==> config.mk <==
export PLATFORM = sky130hd
export DESIGN_NAME = alu_issue_flat
export DESIGN_NICKNAME = d
export VERILOG_FILES = /design/src/rtl/alu_issue_if.sv /design/src/rtl/alu_issue.sv /design/src/flat_wrapper.sv
export SDC_FILE = /design/constraint.sdc
export NUM_CORES = 1
export LEC_CHECK = 0
export BUFFER_PORTS_ARGS = -buffer_cell sky130_fd_sc_hd__clkbuf_2
export CORE_MARGIN = 5
export CORE_UTILIZATION = 50
export CTS_CLUSTER_DIAMETER = 60
export DETAILED_ROUTE_END_ITERATION = 7
export PLACE_DENSITY_LB_ADDON = 0.12
export REMOVE_ABC_BUFFERS = 1
export SYNTH_ARGS = -nofsm -noshare
export SYNTH_HDL_FRONTEND = slang
export SYNTH_SLANG_ARGS = --single-unit
export TNS_END_PERCENT = 5
==> constraint.sdc <==
create_clock -name iClk -period 3.42 [get_ports iClk]
set_input_delay 0.171 -clock iClk [delete_from_list [all_inputs] [get_ports iClk]]
set_output_delay 0.171 -clock iClk [all_outputs]
set_load 0.01 [all_outputs]
==> src/rtl/alu_issue_if.sv <==
// Upstream/downstream handshake and payload bundle for the alu_issue stage.
// The DUT binds the slave modport; the producer/consumer side binds master.
interface alu_issue_if;
    logic        iValid;
    logic        oReady;
    logic [31:0] iInstr;
    logic [31:0] iRsData;
    logic [31:0] iRtData;
    logic        iFlush;
    logic        iWbEn;
    logic [4:0]  iWbAddr;
    logic [31:0] iWbData;
    logic        oValid;
    logic        iReady;
    logic [31:0] oA;
    logic [31:0] oB;
    logic [5:0]  oALUFun;
    logic        oSign;
    logic [4:0]  oDst;
    logic        oRegWr;
    logic        oMemRd;
    logic        oMemWr;
    logic        oBranch;
    logic        oIllegal;
    logic        oIllegalSeen;

    modport master (
        output iValid, iInstr, iRsData, iRtData, iFlush, iWbEn, iWbAddr, iWbData, iReady,
        input  oReady, oValid, oA, oB, oALUFun, oSign, oDst,
               oRegWr, oMemRd, oMemWr, oBranch, oIllegal, oIllegalSeen
    );

    modport slave (
        input  iValid, iInstr, iRsData, iRtData, iFlush, iWbEn, iWbAddr, iWbData, iReady,
        output oReady, oValid, oA, oB, oALUFun, oSign, oDst,
               oRegWr, oMemRd, oMemWr, oBranch, oIllegal, oIllegalSeen
    );
endinterface

==> src/rtl/alu_issue.sv <==
// ID/EX issue stage: decodes a MIPS word into ALU operands/function and holds them in one
// handshaked register. Optional writeback bypass is enabled by defining ALU_ISSUE_FWD_EN.
module alu_issue (
    input logic        iClk,
    input logic        iRst_n,
    alu_issue_if.slave bus
);
    localparam logic [5:0] FunAdd = 6'b000000;
    localparam logic [5:0] FunSub = 6'b000001;
    localparam logic [5:0] FunAnd = 6'b011000;
    localparam logic [5:0] FunOr  = 6'b011110;
    localparam logic [5:0] FunXor = 6'b010110;
    localparam logic [5:0] FunNor = 6'b010001;
    localparam logic [5:0] FunSll = 6'b100000;
    localparam logic [5:0] FunSrl = 6'b100001;
    localparam logic [5:0] FunSra = 6'b100011;
    localparam logic [5:0] FunEq  = 6'b110011;
    localparam logic [5:0] FunNeq = 6'b110001;
    localparam logic [5:0] FunLt  = 6'b110101;
    localparam logic [5:0] FunLez = 6'b111101;
    localparam logic [5:0] FunGez = 6'b111001;
    localparam logic [5:0] FunGtz = 6'b111111;

    logic [5:0]         op;
    logic [5:0]         funct;
    logic [4:0]         rs;
    logic [4:0]         rt;
    logic [4:0]         rd;
    logic [4:0]         shamt;
    logic [15:0]        imm;
    logic signed [31:0] immSext;
    logic [31:0]        immZext;
    logic [31:0]        rsVal;
    logic [31:0]        rtVal;

    assign op      = bus.iInstr[31:26];
    assign rs      = bus.iInstr[25:21];
    assign rt      = bus.iInstr[20:16];
    assign rd      = bus.iInstr[15:11];
    assign shamt   = bus.iInstr[10:6];
    assign funct   = bus.iInstr[5:0];
    assign imm     = bus.iInstr[15:0];
    assign immSext = {{16{imm[15]}}, imm};
    assign immZext = {16'd0, imm};

`ifdef ALU_ISSUE_FWD_EN
    // Bypass only replaces register reads; shamt/immediate/zero operands come after this.
    assign rsVal = (bus.iWbEn && (bus.iWbAddr != 5'd0) && (bus.iWbAddr == rs)) ? bus.iWbData : bus.iRsData;
    assign rtVal = (bus.iWbEn && (bus.iWbAddr != 5'd0) && (bus.iWbAddr == rt)) ? bus.iWbData : bus.iRtData;
`else
    logic unusedWb;
    assign unusedWb = ^{bus.iWbEn, bus.iWbAddr, bus.iWbData};
    assign rsVal    = bus.iRsData;
    assign rtVal    = bus.iRtData;
`endif

    logic [31:0] dA;
    logic [31:0] dB;
    logic [5:0]  dFun;
    logic        dSign;
    logic [4:0]  dDst;
    logic        dRegWr;
    logic        dMemRd;
    logic        dMemWr;
    logic        dBranch;
    logic        dIllegal;

    always_comb begin
        dFun     = FunAdd;
        dA       = '0;
        dB       = '0;
        dSign    = 1'b0;
        dDst     = '0;
        dRegWr   = 1'b0;
        dMemRd   = 1'b0;
        dMemWr   = 1'b0;
        dBranch  = 1'b0;
        dIllegal = 1'b0;
        case (op)
            6'h00: begin
                dA     = rsVal;
                dB     = rtVal;
                dDst   = rd;
                dRegWr = 1'b1;
                case (funct)
                    6'h20: begin dFun = FunAdd; dSign = 1'b1; end
                    6'h21: dFun = FunAdd;
                    6'h22: begin dFun = FunSub; dSign = 1'b1; end
                    6'h23: dFun = FunSub;
                    6'h24: dFun = FunAnd;
                    6'h25: dFun = FunOr;
                    6'h26: dFun = FunXor;
                    6'h27: dFun = FunNor;
                    6'h2A: begin dFun = FunLt; dSign = 1'b1; end
                    6'h2B: dFun = FunLt;
                    6'h00: begin dFun = FunSll; dA = {27'd0, shamt}; end
                    6'h02: begin dFun = FunSrl; dA = {27'd0, shamt}; end
                    6'h03: begin dFun = FunSra; dA = {27'd0, shamt}; end
                    default: dIllegal = 1'b1;
                endcase
            end
            6'h08, 6'h09, 6'h0A, 6'h0B, 6'h23, 6'h2B: begin
                dA     = rsVal;
                dB     = immSext;
                dDst   = rt;
                dRegWr = (op != 6'h2B);
                dMemRd = (op == 6'h23);
                dMemWr = (op == 6'h2B);
                dSign  = (op != 6'h09) && (op != 6'h0B);
                dFun   = (op == 6'h0A || op == 6'h0B) ? FunLt : FunAdd;
            end
            6'h0C: begin dA = rsVal; dB = immZext; dDst = rt; dRegWr = 1'b1; dFun = FunAnd; end
            6'h0D: begin dA = rsVal; dB = immZext; dDst = rt; dRegWr = 1'b1; dFun = FunOr;  end
            6'h0E: begin dA = rsVal; dB = immZext; dDst = rt; dRegWr = 1'b1; dFun = FunXor; end
            6'h0F: begin dA = 32'd16; dB = immZext; dDst = rt; dRegWr = 1'b1; dFun = FunSll; end
            6'h04: begin dA = rsVal; dB = rtVal; dBranch = 1'b1; dSign = 1'b1; dFun = FunEq;  end
            6'h05: begin dA = rsVal; dB = rtVal; dBranch = 1'b1; dSign = 1'b1; dFun = FunNeq; end
            6'h06: begin dA = rsVal; dBranch = 1'b1; dSign = 1'b1; dFun = FunLez; end
            6'h07: begin dA = rsVal; dBranch = 1'b1; dSign = 1'b1; dFun = FunGtz; end
            6'h01: begin
                dA      = rsVal;
                dBranch = 1'b1;
                dSign   = 1'b1;
                case (rt)
                    5'd1:    dFun = FunGez;
                    5'd0:    dFun = FunLt;
                    default: dIllegal = 1'b1;
                endcase
            end
            default: dIllegal = 1'b1;
        endcase
        // Unsupported words collapse to an inert ADD 0,0 that still flows downstream.
        if (dIllegal) begin
            dFun    = FunAdd;
            dA      = '0;
            dB      = '0;
            dSign   = 1'b0;
            dDst    = '0;
            dRegWr  = 1'b0;
            dMemRd  = 1'b0;
            dMemWr  = 1'b0;
            dBranch = 1'b0;
        end else if (dDst == 5'd0) begin
            dRegWr = 1'b0;
        end
    end

    logic        vld_p1;
    logic [31:0] a_p1;
    logic [31:0] b_p1;
    logic [5:0]  fun_p1;
    logic        sign_p1;
    logic [4:0]  dst_p1;
    logic        regWr_p1;
    logic        memRd_p1;
    logic        memWr_p1;
    logic        branch_p1;
    logic        illegal_p1;
    logic        seen_p1;
    logic        accept;
    logic        load;

    assign bus.oReady = !vld_p1 || bus.iReady;
    assign accept     = bus.iValid && bus.oReady;
    assign load       = accept && !bus.iFlush;

    // Stage boundary: decode -> issue register
    always_ff @(posedge iClk or negedge iRst_n) begin
        if (!iRst_n) begin
            vld_p1     <= 1'b0;
            a_p1       <= '0;
            b_p1       <= '0;
            fun_p1     <= '0;
            sign_p1    <= 1'b0;
            dst_p1     <= '0;
            regWr_p1   <= 1'b0;
            memRd_p1   <= 1'b0;
            memWr_p1   <= 1'b0;
            branch_p1  <= 1'b0;
            illegal_p1 <= 1'b0;
            seen_p1    <= 1'b0;
        end else begin
            if (bus.iFlush)      vld_p1 <= 1'b0;
            else if (accept)     vld_p1 <= 1'b1;
            else if (bus.iReady) vld_p1 <= 1'b0;
            if (load) begin
                a_p1       <= dA;
                b_p1       <= dB;
                fun_p1     <= dFun;
                sign_p1    <= dSign;
                dst_p1     <= dDst;
                regWr_p1   <= dRegWr;
                memRd_p1   <= dMemRd;
                memWr_p1   <= dMemWr;
                branch_p1  <= dBranch;
                illegal_p1 <= dIllegal;
                if (dIllegal) seen_p1 <= 1'b1;
            end
        end
    end

    assign bus.oValid       = vld_p1;
    assign bus.oA           = a_p1;
    assign bus.oB           = b_p1;
    assign bus.oALUFun      = fun_p1;
    assign bus.oSign        = sign_p1;
    assign bus.oDst         = dst_p1;
    assign bus.oRegWr       = regWr_p1;
    assign bus.oMemRd       = memRd_p1;
    assign bus.oMemWr       = memWr_p1;
    assign bus.oBranch      = branch_p1;
    assign bus.oIllegal     = illegal_p1;
    assign bus.oIllegalSeen = seen_p1;
endmodule
==> src/flat_wrapper.sv <==
// flat-port wrapper written by rule: the top's interface ports become plain ports
module alu_issue_flat 
  (iClk, iRst_n, bus_iValid, bus_iInstr, bus_iRsData, bus_iRtData, bus_iFlush, bus_iWbEn, bus_iWbAddr, bus_iWbData, bus_iReady, bus_oReady, bus_oValid, bus_oA, bus_oB, bus_oALUFun, bus_oSign, bus_oDst, bus_oRegWr, bus_oMemRd, bus_oMemWr, bus_oBranch, bus_oIllegal, bus_oIllegalSeen);
  alu_issue_if bus_i ();
  input logic iClk;
  input logic iRst_n;
  input wire logic [$bits(bus_i.iValid)-1:0] bus_iValid;
  input wire logic [$bits(bus_i.iInstr)-1:0] bus_iInstr;
  input wire logic [$bits(bus_i.iRsData)-1:0] bus_iRsData;
  input wire logic [$bits(bus_i.iRtData)-1:0] bus_iRtData;
  input wire logic [$bits(bus_i.iFlush)-1:0] bus_iFlush;
  input wire logic [$bits(bus_i.iWbEn)-1:0] bus_iWbEn;
  input wire logic [$bits(bus_i.iWbAddr)-1:0] bus_iWbAddr;
  input wire logic [$bits(bus_i.iWbData)-1:0] bus_iWbData;
  input wire logic [$bits(bus_i.iReady)-1:0] bus_iReady;
  output wire logic [$bits(bus_i.oReady)-1:0] bus_oReady;
  output wire logic [$bits(bus_i.oValid)-1:0] bus_oValid;
  output wire logic [$bits(bus_i.oA)-1:0] bus_oA;
  output wire logic [$bits(bus_i.oB)-1:0] bus_oB;
  output wire logic [$bits(bus_i.oALUFun)-1:0] bus_oALUFun;
  output wire logic [$bits(bus_i.oSign)-1:0] bus_oSign;
  output wire logic [$bits(bus_i.oDst)-1:0] bus_oDst;
  output wire logic [$bits(bus_i.oRegWr)-1:0] bus_oRegWr;
  output wire logic [$bits(bus_i.oMemRd)-1:0] bus_oMemRd;
  output wire logic [$bits(bus_i.oMemWr)-1:0] bus_oMemWr;
  output wire logic [$bits(bus_i.oBranch)-1:0] bus_oBranch;
  output wire logic [$bits(bus_i.oIllegal)-1:0] bus_oIllegal;
  output wire logic [$bits(bus_i.oIllegalSeen)-1:0] bus_oIllegalSeen;
  assign bus_i.iValid = bus_iValid;
  assign bus_i.iInstr = bus_iInstr;
  assign bus_i.iRsData = bus_iRsData;
  assign bus_i.iRtData = bus_iRtData;
  assign bus_i.iFlush = bus_iFlush;
  assign bus_i.iWbEn = bus_iWbEn;
  assign bus_i.iWbAddr = bus_iWbAddr;
  assign bus_i.iWbData = bus_iWbData;
  assign bus_i.iReady = bus_iReady;
  assign bus_oReady = bus_i.oReady;
  assign bus_oValid = bus_i.oValid;
  assign bus_oA = bus_i.oA;
  assign bus_oB = bus_i.oB;
  assign bus_oALUFun = bus_i.oALUFun;
  assign bus_oSign = bus_i.oSign;
  assign bus_oDst = bus_i.oDst;
  assign bus_oRegWr = bus_i.oRegWr;
  assign bus_oMemRd = bus_i.oMemRd;
  assign bus_oMemWr = bus_i.oMemWr;
  assign bus_oBranch = bus_i.oBranch;
  assign bus_oIllegal = bus_i.oIllegal;
  assign bus_oIllegalSeen = bus_i.oIllegalSeen;
  alu_issue u_core (.iClk(iClk), .iRst_n(iRst_n), .bus(bus_i));
endmodule
Yosys cells after proc, flatten, opt, wreduce, memory -nomap -nowiden

Cells that the tools add are included.

Register bits: 83
Input port bits: 139
Output and inout port bits: 84

Equal/unequal tests: 31
Muxes and demuxes: 30
Reductions and logical operators: 27

Operator list:

| operator                                             | count |
|---|---|
| case mux 32 bit (3 select lines)                     | 2 |
| two-way mux 32 bit                                   | 3 |
| equality test 6 bit (second input constant)          | 12 |
| case mux 6 bit (11 select lines)                     | 1 |
| case mux 6 bit (9 select lines)                      | 1 |
| equality test 6 x 4 -> 1 bit (second input constant) | 8 |
| OR reduction 14 bit                                  | 2 |
| equality test 6 x 3 -> 1 bit (second input constant) | 4 |
| two-way mux 1 bit                                    | 15 |
| OR reduction 13 bit                                  | 1 |
| equality test 6 x 2 -> 1 bit (second input constant) | 2 |
| logical NOT 6 bit                                    | 2 |
| two-way mux 6 bit                                    | 2 |
| != test 6 x 4 -> 1 bit (second input constant)       | 2 |
| case mux 6 bit (2 select lines)                      | 1 |
| logical NOT 5 bit                                    | 2 |
| case mux 5 bit (2 select lines)                      | 1 |
| OR reduction 10 bit                                  | 1 |
| OR reduction 5 bit                                   | 2 |
| OR reduction 3 bit                                   | 3 |
| equality test 6 x 1 -> 1 bit (second input constant) | 1 |
| != test 6 bit (second input constant)                | 1 |
| case mux 1 bit (3 select lines)                      | 2 |
| OR reduction 2 bit                                   | 3 |
| other kinds (10)                                     | 14 |

Longest topological paths before layout

Gate-level depths: netlist (run 1).

Depth in word-level cells: 6
Depth in mapped cells: 8

Worst setup path after synthesis (run 1)

OpenSTA, ideal clock, no wires.

Path kind: flip-flop to flip-flop
From: register u_core.vld_p1, in the netlist u_core.bus.oValid
To: register u_core.b_p1[0], in the netlist u_core.bus.oB[0]
Arrival time: 1.674 ns
Required time: 3.328 ns
Setup slack: 1.654 ns
Stages on the path, launching flop included: 9
Buffers on the path: 3
Path through: dfrtp_1 > nor2b_1 > inv_1 > nand3b_1 > clkbuf_1 > buf_2 > clkbuf_1 > nand2_1 > o31ai_2

Cells in the longest elaborated chain, start to end: 4

Ends and longest elaborated chain:

| element                | RTL line           | source |
|---|---|---|
| start, declared        | alu_issue.sv:148   | `logic vld_p1;` |
| start signal, assigned | alu_issue.sv:170   | `vld_p1 <= 1'b0;` |
| start signal, assigned | alu_issue.sv:183   | `if (bus.iFlush) vld_p1 <= 1'b0;` |
| start signal, assigned | alu_issue.sv:184   | `else if (accept) vld_p1 <= 1'b1;` |
| logical NOT 1 bit      | alu_issue.sv:163   | `assign bus.oReady = !vld_p1 \|\| bus.iReady;` |
| logical OR 1 bit       | alu_issue.sv:163   |  |
| via bus_oReady         | flat_wrapper.sv:16 | `output wire logic [$bits(bus_i.oReady)-1:0] bus_oReady;` |
| logical AND 1 bit      | alu_issue.sv:164   | `assign accept = bus.iValid && bus.oReady;` |
| logical AND 1 bit      | alu_issue.sv:165   | `assign load = accept && !bus.iFlush;` |
| end signal, assigned   | alu_issue.sv:172   | `b_p1 <= '0;` |
| end signal, assigned   | alu_issue.sv:188   | `b_p1 <= dB;` |
| end, declared          | alu_issue.sv:150   | `logic [31:0] b_p1;` |

The timed path passes the listed nets, and every way through them passes these cells.
A chain may end at the register's enable or synchronous reset.

Worst setup path in the final report (run 1)

From: input port bus_iInstr[29]
To: register u_core.dst_p1[0], in the netlist u_core.bus.oDst[0]

Cells in the longest elaborated chain, start to end: 4
Elaborated cells between the ends (all ways): 21
Those cells by class: eq/ne (15); mux (3); reduce/logical (3)

Ends and longest elaborated chain:

| element                                                                            | RTL line          | source |
|---|---|---|
| start, declared                                                                    | flat_wrapper.sv:8 | `input wire logic [$bits(bus_i.iInstr)-1:0] bus_iInstr;` |
| equality test 6 x 4 -> 1 bit (tied with other cells)                               | alu_issue.sv:79   | `case (op)` |
| OR reduction 14 bit (no source line) or OR reduction 10 bit (tied branches)        | --                |  |
| case mux 1 bit (3 select lines) or case mux 5 bit (2 select lines) (tied branches) | alu_issue.sv:79   |  |
| two-way mux 5 bit *                                                                | alu_issue.sv:133  | `if (dIllegal) begin` |
| end signal, assigned                                                               | alu_issue.sv:191  | `dst_p1 <= dDst;` |
| end, declared                                                                      | alu_issue.sv:153  | `logic [4:0] dst_p1;` |

Mark *: on every way between the ends. The rest lies on a longest branch, timed or not.

==> metrics, run 1 <==
clk sinks=83; grt ovf=0; critical path start-end classification=primary input to flop; final wirelength=12.2 mm; met2 GRT Util=0.359; Post-Place Cell Area=5370 sq um; met3 Use GR=0.0382; CP Depth=6; largest net degree at the start of global routing=105; vias in the first global route=4066; CTS H-tree depth=3; Worst-Margin Slew=1040 ps; Post-synth top flop=dfrtp_1; nature of the critical path startpoint=primary input; standard-cell rows=34; CP Max Fanout=40; post-CTS resize count=0; hold slack final=-6.41 ps; initial antenna violation count=0; PwrDens=375 nW/um^2; MaxCap Viol Count=0; Post-Syn Area=4500 sq um; Ports=223; Area Overhead vs Synth=24.3%; Pwr Total=0.00210 W; total track usage=0.221; CTS clk-pin slew, worst paths=90 ps; DP HPWL=8.70 mm; CTS tree=built; setup bufs post-CTS=0; Period minus WS final=1970 ps; # setup viols final=0; Pleak=2.62 nW; Residual DRC=0; post-route setup slack=1450 ps; GRT Max-Usage Layer=met2; die height=105 microns; cell class contributing the biggest share of worst-path delay=simple AND/OR/NAND/NOR gates; internal reg-to-reg setup slack=1680 ps; final net count=769; fin util=0.638; Post-Syn Instances=476; post-place setup slack=1060 ps; Fin. Hold Viols=1; clk root buf=clkbuf_8; dpl cells=726; core area=8760 sq um; HP Class=primary input to async pin; CP peak stage delay=590 ps; Worst Setup End Kind=flop; Critical Path AT=2180 ps; first-pass GRT wire length=20.4 mm; global placement routability congestion=0.827; crit-path cells=clkbuf_2, nor4_4, and2_1, o21ai_1, nand2_4, o31ai_2; Vias=4150; Die Area=11000 sq um; Setup Skew=12.8 ps; design area=5590 sq um; Final ANT Viol Nets=0; async set-reset flop share out of synthesis=1.00; drt pass-1 iters=5; launching point of the worst reg2reg path=u_core.bus.oValid; Buf/Inv on CP=1; Initial Util=0.513; Worst Setup EP=u_core.bus.oDst[0]; outcome=finished with violations; Final Max Slew Viols=0; Clock Latency Late Sink=350 ps; cell depth of the worst flop-to-flop path=5; # port buffers=179; Mean Syn Cell Area=9.45 sq um; Synthesis Warnings=0; layout cells sized above 1=0.400; Avg WL per Cell=16.4 microns; Critical Path Slowest Stage Cell=nand2_4; RSZ-0062 raised after global routing=no; slew margin rel.=0.310; failing checks=negative hold slack; global-route met1 utilization=0.303; vias per inst=5.59; peak supply drop=240 uV; ANT cells=0; Num CTS Buffers=9; Seq/Total Area, Yosys=0.462; Die X=105 microns; Synth cell types=55; FMAX=0.508 GHz; Final Non-Filler Cells=743; RR Endpoint=u_core.bus.oA[9]; Post-synth EDFFs=0; Synth Register Bits=83; critical path startpoint=bus_iInstr[29]; Clock Tree Buf Depth=2; CP required=3630 ps; starting DRC count in detailed routing=261; Tcrit/Tclk final=0.576
## registers in the layout (all words and copies together), names as in the netlist, 5 cells and up
register,count
u_core.bus.oA,32
u_core.bus.oDst,5
u_core.bus.oALUFun,6
u_core.bus.oB,32
## worst register-to-register path: stages, from the launching register on
cell and delay, ps:
dfrtp_1 390, nor2b_1 160, nor3b_2 470, buf_4 380
nand2_1 90, o21ai_0 180
## metal layers
metal / wire (microns) / vias up
met1: 5190 / 1950
met5: 0 / -
met2: 5940 / 173
li1: - / 2008
met4: 214 / 0
met3: 851 / 19
## through the flow
| stage | TNS (ps) | hold slack, ps |
|---|---|---|
| after floorplan | -57470 | -125 |
| after global placement | 0 | 366 |
| after detailed placement | 0 | 369 |
| after CTS | 0 | 6.27 |
| after global routing | 0 | 7.30 |
| final | 0 | -6.41 |
## layout by cell type (no fill, tap or decap), drive strengths merged, types with 3 or more instances in the layout
cell    netlist  layout
clkbuf       24     188
nand2       116     116
dfrtp        83      83
o21ai        50      50
o31ai        41      41
a22oi        25      25
a21oi        24      24
inv          11      13
nor2         11      11
buf          19       7
nor2b         6       6
nand2b        6       6
a31oi         6       6
a32oi         4       4
nor3          4       4
nand3         4       4
or4           3       3
nor4          3       3
nor3b         3       3
## synth_stat cells (2+ instances only)
master / n / area, sq um
nand2_1: 115 / 432
dfrtp_1: 83 / 2080
o31ai_2: 39 / 488
o21ai_0: 29 / 145
a22oi_1: 25 / 188
a21oi_1: 24 / 120
clkbuf_1: 24 / 90.1
o21ai_1: 21 / 105
buf_2: 11 / 55.1
nor2_1: 11 / 41.3
inv_1: 10 / 37.5
a31oi_1: 6 / 37.5
buf_6: 6 / 67.6
nand2b_1: 6 / 37.5
nor2b_1: 6 / 37.5
a32oi_1: 4 / 35.0
nor3_1: 4 / 20.0
nor3b_1: 3 / 22.5
or4_1: 3 / 22.5
a2bb2oi_1: 2 / 17.5
a311oi_1: 2 / 17.5
and2_1: 2 / 12.5
and3_1: 2 / 12.5
buf_4: 2 / 15.0
nand3_1: 2 / 10.0
nor4_4: 2 / 42.5
o211ai_1: 2 / 15.0
o22ai_1: 2 / 12.5
o31ai_1: 2 / 15.0
## report_power, final
part           switching [W]  internal (W)  leakage (nW)
logic               0.000213      0.000120          1.37
clock network       0.000372      0.000365         0.105
registers          0.0000154       0.00101          1.14
## kinds of logic (layout without fill, tap and decap cells)
logic type	Yosys count	in the layout	synth area share
AOI/OAI and AO/OA	169	169	0.296
xor gates and xnor gates	2	2	0.00390
buffers and inverters	54	213	0.0598
DFF	83	83	0.462
muxes	1	1	0.00250
and+or+nand+nor	167	167	0.176
## worst min-delay path by stage
stage,start,end,slack (ps),cells past startpoint
after detailed placement,bus_iFlush,u_core.bus.oValid,370,2
after CTS,bus_iRsData[25],u_core.bus.oA[25],6,3
after global placement,bus_iFlush,u_core.bus.oValid,370,2
final,iRst_n,u_core.bus.oB[17],-6,1
after global routing,bus_iRsData[20],u_core.bus.oA[20],7,3
after floorplan,iRst_n,u_core.bus.oALUFun[0],-120,0
## area by class of cell
type / instances / area, sq um
timing repair buffer: 186 / 966
sequential: 83 / 2080
multi-input combinational: 339 / 2160
clock inverter: 6 / 71.3
clock buffer: 10 / 138
fill: 784 / 3170
tap: 108 / 135
inverter: 11 / 41.3
## repair_timing
action | in CTS | in global routing
hold buffers | 1 | 0
endpoints found under the setup margin | 0 | 0
endpoints found under the hold margin | 1 | 0
No activity file was read; power rests on OpenSTA's default activity.
==> run 2, diff against run 1 <==
--- a/config.mk
+++ b/config.mk
@@ -7,7 +7,7 @@
 export LEC_CHECK = 0
 export BUFFER_PORTS_ARGS = -buffer_cell sky130_fd_sc_hd__clkbuf_2
 export CORE_MARGIN = 5
-export CORE_UTILIZATION = 50
+export CORE_UTILIZATION = 42
 export CTS_CLUSTER_DIAMETER = 60
 export DETAILED_ROUTE_END_ITERATION = 7
 export PLACE_DENSITY_LB_ADDON = 0.12
==> constraint.sdc (replaced) <==
create_clock -name iClk -period 1.8 [get_ports iClk]
set_input_delay 0.09 -clock iClk [delete_from_list [all_inputs] [get_ports iClk]]
set_output_delay 0.09 -clock iClk [all_outputs]
set_load 0.01 [all_outputs]
==> run 2 against run 1 <==
Against the previous run:
- the run now ends clean
- register-to-register slack worse by 1500 ps
- flip-flop and latch count unchanged
- global-route usage shrank 0.99 points
- die area up 17%
- via count grew 3.1%
- wire length up 12%
- design area up 11%
- clock power rose by 100%
- clock skew grew 1.8 ps
- first-iteration DRC count is 40% higher
- sequential power grew 89%
- core utilization is 3.9 points lower
- critical path type is now flop to flop
==> metrics, run 2 (same netlist as run 1, synthesis figures left out) <==
outcome=finished clean; die height=113 microns; CTS clk-pin slew, worst paths=90 ps; MaxCap Viol Count=0; setup bufs post-CTS=0; Tcrit/Tclk final=0.890; core area=10400 sq um; layout cells sized above 1=0.408; nature of the critical path startpoint=flop; Final Max Slew Viols=0; slew margin rel.=0.674; Final Non-Filler Cells=830; Period minus WS final=1600 ps; RSZ-0062 raised after global routing=no; Fin. Hold Viols=0; vias in the first global route=4318; most common cell after layout, fill and taps aside=clkbuf_2; largest net degree at the start of global routing=77; CP required=2070 ps; peak supply drop=386 uV; Critical Path AT=1870 ps; Area Overhead vs Synth=38.1%; # port buffers=179; Pleak=2.92 nW; final net count=828; Vias=4277; Worst Setup End Kind=flop; dpl cells=784; HP Class=primary input to flop; cell depth of the worst flop-to-flop path=6; vias per inst=5.15; Residual DRC=0; Avg WL per Cell=16.4 microns; final wirelength=13.6 mm; FMAX=0.625 GHz; standard-cell rows=37; CTS H-tree depth=3; Clock Tree Buf Depth=2; global placement routability congestion=0.882; Clock Latency Late Sink=360 ps; drt pass-1 iters=4; clk sinks=83; Final ANT Viol Nets=0; PwrDens=675 nW/um^2; Num CTS Buffers=9; Pwr Total=0.00419 W; Ports=223; total track usage=0.211; clk root buf=clkbuf_8; post-CTS resize count=0; # setup viols final=0; hold depth=3; critical path start-end classification=flop to flop; CP Max Fanout=76; ANT cells=0; starting DRC count in detailed routing=366; DP HPWL=10.0 mm; Setup Skew=14.5 ps; grt ovf=0; initial antenna violation count=0; first-pass GRT wire length=21.9 mm; Initial Util=0.434; Worst-Margin Slew=489 ps; most frequent cells in the layout=clkbuf_2 (178), nand2_1 (115), dfrtp_1 (83), o31ai_2 (39), buf_4 (31); Die Area=12900 sq um; Die X=113 microns; CTS tree=built
==> run 2: what timing repair did <==
action                                 in CTS  in global routing
setup endpoints to repair                   0                  0
hold buffers                               30                  0
endpoints found under the hold margin      61                  0
==> run 2: routing by layer <==
layer | up-vias | GRT usage | wire [microns]
met3 | 13 | 0.0377 | 658
met4 | 0 | 0.0505 | 165
met2 | 108 | 0.351 | 6650
li1 | 2125 | - | -
met1 | 2031 | 0.285 | 6170
met5 | - | 0 | 0
==> run 2: path summary, 6_finish.rpt <==
kind	slack (ps)	to	startpoint
setup / recovery	200	u_core.bus.oB[7]	u_core.bus.oValid
hold / removal	50	u_core.bus.oA[1]	bus_iRsData[1]
setup reg to reg	200	u_core.bus.oB[7]	u_core.bus.oValid
hold reg to reg	480	u_core.bus.oIllegalSeen	u_core.bus.oIllegalSeen
max in group asynchronous	930	u_core.bus.oA[2]	iRst_n
min in group asynchronous	230	u_core.bus.oB[19]	iRst_n
==> run 2: critical path, cell delays in order, from the launching register on <==
cell      delay [ps]
dfrtp_1          360
nor2b_1          240
inv_1             80
nand3b_1         210
buf_12           350
nand2_1          140
o31ai_2           80
==> run 2: through the flow <==
step / hold slack [ps] / TNS, ps / worst slack, ps / cell area (sq um) / util
2_1_floorplan: -206 / -189040 / -2690 / 4270 / -
6_report: 51.7 / 0 / 199 / 6210 / 0.599
5_1_grt: 46.4 / 0 / 46.1 / 6210 / 0.599
3_5_place_dp: 83.3 / -1060 / -66.7 / 5690 / 0.549
4_1_cts: 31.7 / 0 / 162 / 6210 / 0.599
3_3_place_gp: 78.2 / -636 / -42.3 / 5690 / 0.549
==> run 2: report_power, final <==
part           internal (W)  switching, W
Combinational      0.000324      0.000438
Sequential          0.00192     0.0000299
Clock              0.000787      0.000697
Total               0.00303       0.00116
==> run 2: cell type report <==
cell class              instances  area, sq um
clock inverters                 6         88.8
multi-input cells             339         2160
inverters                      11         41.3
clock buffers                  10          128
fillers                       978         4160
repair buffers                245         1540
well taps                     136          170
flip-flops and latches         83         2080
==> run 3, diff against run 2 <==
--- a/config.mk
+++ b/config.mk
@@ -6,10 +6,12 @@
 export NUM_CORES = 1
 export LEC_CHECK = 0
 export BUFFER_PORTS_ARGS = -buffer_cell sky130_fd_sc_hd__clkbuf_2
+export CORE_ASPECT_RATIO = 1.75
 export CORE_MARGIN = 5
 export CORE_UTILIZATION = 42
 export CTS_CLUSTER_DIAMETER = 60
 export DETAILED_ROUTE_END_ITERATION = 7
+export MAX_ROUTING_LAYER = met4
 export PLACE_DENSITY_LB_ADDON = 0.12
 export REMOVE_ABC_BUFFERS = 1
 export SYNTH_ARGS = -nofsm -noshare
==> run 3 against run 2 <==
Against the previous run:
- setup slack gained 19 ps
- register-to-register slack better by 20 ps
- total power rose by 7.4%
- hold slack worse by 39 ps
- combinational power increased by 3.3%
- design area grew 1.8%
- critical path type unchanged
==> metrics, run 3 (same netlist as run 1, synthesis figures left out) <==
Vias=4415; Period minus WS final=1580 ps; standard-cell rows=50; Die Area=13000 sq um; Final Max Slew Viols=0; critical path start-end classification=flop to flop; FMAX=0.632 GHz; MaxCap Viol Count=0; RR Endpoint=u_core.bus.oB[27]; Pleak=2.97 nW; CP required=2050 ps; outcome=finished clean; Top Layer Used=met4; switching share of power=0.274; CTS clk-pin slew, worst paths=60 ps; Num CTS Buffers=9; Met2 Wirelength=7.68 mm; HP Class=primary input to flop; design area=6320 sq um; total track usage=0.232; fin util=0.598; slew margin rel.=0.641; Fin. Hold Viols=0; most frequent cells in the layout=clkbuf_2 (178), nand2_1 (115), dfrtp_1 (83), o31ai_2 (39), buf_4 (31); first-pass GRT wire length=22.9 mm; # port buffers=179; fillers=942; largest net degree at the start of global routing=54; Clock power frac=0.392; CP Max Fanout=39; Post-Place Cell Area=5750 sq um; hold slack final=12.9 ps; Tcrit/Tclk final=0.879; Pwr Total=0.00450 W; most common cell after layout, fill and taps aside=clkbuf_2; Sequential Power Share=0.433; vias per inst=5.35; CTS tree=built; clk sinks=83; min-delay src=bus_iValid; Area Overhead vs Synth=40.6%; Int Pwr=0.00327 W; Setup Skew=4.58 ps; Avg WL per Cell=17.5 microns; final wirelength=14.5 mm; setup bufs post-CTS=0; Critical Path AT=1830 ps; initial antenna violation count=0; hold depth=3; vias in the first global route=4564; nature of the critical path startpoint=flop; Worst Setup End Kind=flop; RSZ-0062 raised after global routing=no; Residual DRC=0; Ports=223; Hold EP=u_core.bus.oValid; logic gate share of total power=0.175; # setup viols final=0; global placement routability congestion=0.889; Clock Tree Buf Depth=2; DP HPWL=10.6 mm; switching power=0.00123 W; clk root buf=clkbuf_16; launching point of the worst reg2reg path=u_core.bus.oValid; starting DRC count in detailed routing=163; Worst-Margin Slew=535 ps; layout cells sized above 1=0.412; drt pass-1 iters=5; Die X=88.2 microns; Final ANT Viol Nets=0; Clock Latency Late Sink=330 ps; Met1 Wirelength=5.52 mm; core area=10600 sq um; internal reg-to-reg setup slack=220 ps; cell depth of the worst flop-to-flop path=7; CTS H-tree depth=3; final net count=830; PwrDens=712 nW/um^2; Initial Util=0.425; peak supply drop=514 uV; routed wl met3=703 microns; grt ovf=0; die height=147 microns; ANT cells=0
[run 3: how the worst max path moves through the flow]
stage,startpoint,end,slack [ps],cells after the start
2_1_floorplan,u_core.bus.oValid,u_core.bus.oMemWr,-2690,4
3_3_place_gp,bus_iInstr[3],u_core.bus.oA[0],-30,7
3_5_place_dp,bus_iInstr[3],u_core.bus.oA[0],-80,7
4_1_cts,u_core.bus.oValid,u_core.bus.oB[27],200,7
5_1_grt,u_core.bus.oValid,u_core.bus.oA[29],80,7
6_report,u_core.bus.oValid,u_core.bus.oB[27],220,7
[run 3: per-stage QoR]
stage / worst slack (ps) / std cells / setup TNS, ps
after global routing: 81.3 / 826 / 0
after CTS: 205 / 826 / 0
after global placement: -25.4 / 781 / -216
final: 218 / 826 / 0
after detailed placement: -77.6 / 781 / -815
after floorplan: -2690 / 433 / -189040
[run 3: critical path: stages (launching register included)]
cell      delay, ps
dfrtp_1         360
nor2b_1         250
inv_1            90
nand3b_1        140
buf_12          230
buf_12          230
nand2_1          90
o31ai_2          60
[run 3: cell type report]
type / instances / area (sq um) / share of cell area
Multi-Input combinational cell: 339 / 2160 / 0.342
Sequential cell: 83 / 2080 / 0.328
Timing Repair Buffer: 247 / 1590 / 0.252
Clock buffer: 11 / 253 / 0.0400
Tap cell: 130 / 163 / 0.0257
Inverter: 11 / 41.3 / 0.00653
Clock inverter: 5 / 35.0 / 0.00554
[run 3: power by group through the flow]
stage,combinational [W],clock [W],sequential (W)
floorplan,0.000270,0,0.00201
global placement,0.000727,0,0.00199
detailed placement,0.000739,0,0.00199
CTS,0.000790,0.00182,0.00195
global route,0.000860,0.00189,0.00196
finish,0.000787,0.00176,0.00195
[run 3: layer usage]
layer / up-vias / GRT usage
met5: - / -
met4: 0 / 0.109
met3: 36 / 0.0359
met2: 134 / 0.390
met1: 2113 / 0.263
li1: 2132 / -
[run 3: repair_timing]
action | in CTS | in global routing
hold endpoints to repair | 58 | 0
hold buffers | 29 | 0
gates resized for setup | 0 | 0
setup endpoints to repair | 0 | 0
